`config.mk`:
```
export PLATFORM = sky130hd
export DESIGN_NAME = clr_seq
export DESIGN_NICKNAME = d
export VERILOG_FILES = /design/src/rtl/clr_seq.sv
export SDC_FILE = /design/constraint.sdc
export NUM_CORES = 1
export LEC_CHECK = 0
export CAP_MARGIN = 20
export CORE_MARGIN = 5
export CORE_UTILIZATION = 45
export CTS_CLUSTER_SIZE = 40
export DETAILED_ROUTE_END_ITERATION = 8
export GPL_TIMING_DRIVEN = 0
export PLACE_DENSITY = 0.89
export SLEW_MARGIN = 15
export SYNTH_ARGS = -nofsm -noshare
export SYNTH_HDL_FRONTEND = slang
export SYNTH_SLANG_ARGS = --single-unit
```
`constraint.sdc`:
```
create_clock -name clk -period 3.05 [get_ports clk]
set_clock_uncertainty 0.2 [all_clocks]
set_input_delay 0.305 -clock clk [delete_from_list [all_inputs] [get_ports clk]]
set_output_delay 0.305 -clock clk [all_outputs]
set_load 0.005 [all_outputs]
```
`src/rtl/clr_seq.sv`:
```
// clr_seq: multi-cycle rotate/shift unit.
//
// Captures an N-bit word, a W-bit amount and a 2-bit mode on an accepted
// start, then moves the word by up to STEP positions per cycle until the
// amount is consumed. Mode 0 rotates left, mode 1 rotates right, mode 2
// shifts left with zero fill, and mode 3 shifts right with zero fill.
//
// Ports:
//   clk   - clock; all state changes on the rising edge
//   rst   - synchronous active-high reset
//   start - request, sampled only while idle
//   x     - operand (N bits), captured on accept
//   y     - amount (W bits), captured on accept
//   mode  - operation select, captured on accept
//   r     - result register; final while done=1, held until the next accept
//   busy  - high while an operation is in progress or completing
//   done  - one-cycle completion strobe
module clr_seq #(
    parameter int unsigned N    = 28,
    parameter int unsigned W    = 5,
    parameter int unsigned STEP = 1
) (
    input  logic         clk,
    input  logic         rst,
    input  logic         start,
    input  logic [N-1:0] x,
    input  logic [W-1:0] y,
    input  logic [1:0]   mode,
    output logic [N-1:0] r,
    output logic         busy,
    output logic         done
);

    typedef enum logic [1:0] {
        S_IDLE = 2'd0,
        S_ROT  = 2'd1,
        S_DONE = 2'd2
    } state_t;

    state_t         state_q, state_d;
    logic [N-1:0]   r_q, r_d;
    logic [W-1:0]   count_q, count_d;
    logic [1:0]     mode_q, mode_d;
    logic           busy_q, busy_d;
    logic           done_q, done_d;

    logic [31:0]    k;
    logic [2*N-1:0] dbl_l, dbl_r;
    logic [N-1:0]   r_step;

    // Positions moved this cycle: never more than what remains, so count
    // cannot underflow.
    always_comb begin
        if (32'(count_q) < STEP) k = 32'(count_q);
        else                     k = STEP;
    end

    // Single STEP-position stage. Rotations use a doubled word so the bits
    // leaving one end land at the other; k <= N keeps this exact.
    always_comb begin
        dbl_l = {r_q, r_q} << k;
        dbl_r = {r_q, r_q} >> k;
        case (mode_q)
            2'd0:    r_step = dbl_l[2*N-1:N];
            2'd1:    r_step = dbl_r[N-1:0];
            2'd2:    r_step = r_q << k;
            default: r_step = r_q >> k;
        endcase
    end

    always_comb begin
        state_d = state_q;
        r_d     = r_q;
        count_d = count_q;
        mode_d  = mode_q;
        case (state_q)
            S_IDLE: begin
                if (start) begin
                    r_d     = x;
                    count_d = y;
                    mode_d  = mode;
                    state_d = (y != '0) ? S_ROT : S_DONE;
                end
            end
            S_ROT: begin
                r_d     = r_step;
                count_d = count_q - W'(k);
                if (count_q == W'(k)) state_d = S_DONE;
            end
            S_DONE:  state_d = S_IDLE;
            default: state_d = S_IDLE;
        endcase
        // Status flags are registered copies of the next-state decode.
        busy_d = (state_d != S_IDLE);
        done_d = (state_d == S_DONE);
    end

    always_ff @(posedge clk) begin
        if (rst) begin
            state_q <= S_IDLE;
            r_q     <= '0;
            count_q <= '0;
            mode_q  <= '0;
            busy_q  <= 1'b0;
            done_q  <= 1'b0;
        end else begin
            state_q <= state_d;
            r_q     <= r_d;
            count_q <= count_d;
            mode_q  <= mode_d;
            busy_q  <= busy_d;
            done_q  <= done_d;
        end
    end

    assign r    = r_q;
    assign busy = busy_q;
    assign done = done_q;

endmodule

```
==> qor.yml <==
swShare_pct: 34.34
synthCells: 265
holdBufCountCts: 0
seq_area_um2: 780.7
vias: 2380
n_antenna_cell: 0
hold_class: "reg -> reg"
synth-async-reset-ratio_pct: 0
syn_nets: 304
io-pin-count: 68
cp.required_ns: 3.02
final_core_util_pct: 65.25
cts_sinks: 39
clock_latency_ns: 0.30
cts_tree: "yes"
clockBufferDepth: 2
layout_commonest_cell: "clkdlybuf4s50_1"
ys_ff_latch: 39
path_max_fanout: 7
syn2layout_area_growth_pct: 38.40
synth_fa_ha_area_share_pct: 0.5510
numCtsBuffers: 5
row_count: 25
die_area_um2: 6567
crit_type: "reg -> reg"
clk_pin_slew_ns: 0.08
synth_compound_area_share_pct: 24.08
hpwl_um: 4718
rr_worst_depth: 8
start_util_pct: 47.14
routedWlPerCell_um: 16.42
ir_drop_mv: 0.3004
drive_gt1_share_pct: 12.65
cp-end-kind: "flop"
die-width_um: 81.04
layout.nets: 378
via_per_inst: 5.848
h-tree-depth: 2
fin_crit_ns: 2.476
multi_input_area_um2: 1328
muxShareOfSynthArea_pct: 12.34
worstHoldPathCells: 2
syn_area_per_cell_um2: 8.570
outcome: "finished clean"
wl_um: 6684
setup_viol: 0
synth-edff-count: 0
synthXorXnorAreaFrac_pct: 0.3857
first_pass_iters: 5
die_h_um: 81.04
grt_use_total_pct: 20.97
final-hold-violation-count: 0
p_int_w: 0.001243
postCtsSetupBuffers: 0
grt_max_degree: 13
worst_pin_slew_ns: 0.6587
port_buffers: 67
power_density_nw_per_um2: 602.1
leakage_nw: 1.113
synth-seq-area-share_pct: 34.38
synth-simple-area-share_pct: 21.10
start_kind: "flop"
clkPwrFrac_pct: 24.2
post_cts_resized: 0
grt.overflow.total: 0
ys.flop_type: "dfxtp_1"
worstPathArrival_ns: 2.44
grt_pass1_wl_um: 10870
synth_top_family_by_area: "compound AO/OA/AOI/OAI gates"
final_cell_mix: "clkdlybuf4s50_1, dfxtp_1, a211oi_1, mux2i_1, nand2_1"
drc: 0
first_global_vias: 2270
root_buffer: "clkbuf_8"
pwr-share-seq_pct: 36.5
slew_viol_final: 0
fin_tns_setup_ns: 0
netlist-cell-type-count: 45
fillerInstances: 410
synth_area_um2: 2271
gp_congestion: 0.8349
drt_iter0_markers: 115
rsz0062_at_grt: "no"
ys.warnings.count: 0
max_cap_violations: 0
core_um2: 4817
max_clock_freq_mhz: 403.9
slew_headroom_pct: 55.99
p_switching_w: 0.0006498
pwr-share-comb_pct: 39.3
final_antenna_net_count: 0
antenna_found_initial: 0
period_share_pct: 81.17
routing by layer:
layer	global-route usage [%]	routed length (µm)	up-vias
met3	3.880	489	14
met5	0	0	-
li1	-	-	1121
met1	27.27	2844	1133
met2	33.83	3222	112
met4	9.122	127	0
per-stage QoR:
stage	setup WS (ns)	power [W]	hold slack (ns)	instances	area [µm²]
floorplan	0.7812	0.001138	0.2410	265	2271
finish	0.5744	0.001892	0.3426	407	3143
global route	0.4242	0.002002	0.3671	407	3143
CTS	0.6155	0.001888	0.3408	407	3143
global placement	0.6786	0.001410	0.3217	399	3025
detailed placement	0.6243	0.001434	0.3265	399	3025
final timing paths:
path | endpoint | slack (ns) | start
setup / recovery | count_q[4] | 0.57 | count_q[2]
setup reg to reg | count_q[4] | 0.57 | count_q[2]
hold reg to reg | r[3] | 0.34 | r[3]
hold / removal | r[3] | 0.34 | r[3]
worst max-delay path: stages, from the launching register on:
cell	delay [ns]
dfxtp_1	0.45
or4_4	0.18
buf_6	0.13
or2b_1	0.24
ha_1	0.23
or4_2	0.56
a21oi_1	0.18
nand2b_1	0.12
a21oi_1	0.06
sequential cells by signal, summed over array words and instances, names as in the netlist:
| signal | cells |
|---|---|
| count_q | 5 |
| busy | 1 |
| done | 1 |
| state_q | 2 |
| mode_q | 2 |
| r | 28 |
synthesized netlist by cell type (2+ instances only):
cell type / count / share of area (%)
a21oi_1: 5 / 1.1
buf_1: 2 / 0.33
o21ai_0: 2 / 0.44
nor2_1: 15 / 2.5
o32ai_1: 2 / 0.77
a22oi_1: 3 / 0.99
nor3_1: 3 / 0.66
buf_8: 2 / 1.3
dfxtp_1: 39 / 34
nor2_2: 19 / 5.2
o22ai_1: 26 / 7.2
buf_4: 3 / 0.99
buf_6: 2 / 0.99
nor4_1: 3 / 0.83
nor3b_1: 2 / 0.66
mux2i_1: 28 / 12
nand2_1: 28 / 4.6
a211oi_1: 28 / 9.3
nand2b_1: 4 / 1.1
inv_1: 3 / 0.50
buf_2: 4 / 0.88
nor2b_1: 7 / 1.9
clkbuf_1: 13 / 2.1
logic make-up after synthesis:
group                      count (synthesis)
muxes                                     28
and+or+nand+nor                           89
adders and majority gates                  1
AOI/OAI and AO/OA                         78
buffers and inverters                     29
xor gates and xnor gates                   1
DFF                                       39
area by class of cell:
class	count	share of cell area (%)
Inverter	3	0.3583
Timing Repair Buffer	67	21.34
Sequential cell	39	24.84
Multi-Input combinational cell	197	42.24
Tap cell	67	2.667
Clock buffer	6	2.627
Buffer	26	4.817
Clock inverter	2	1.115
power by group through the flow:
stage	Clock, W	Sequential (W)	Combinational, W
after floorplan	0	0.000678	0.000460
after global placement	0	0.000694	0.000716
after detailed placement	0	0.000696	0.000738
after CTS	0.000458	0.000687	0.000743
after global routing	0.000490	0.000701	0.000810
final	0.000458	0.000690	0.000744
Power figures use the tool's default switching activity.
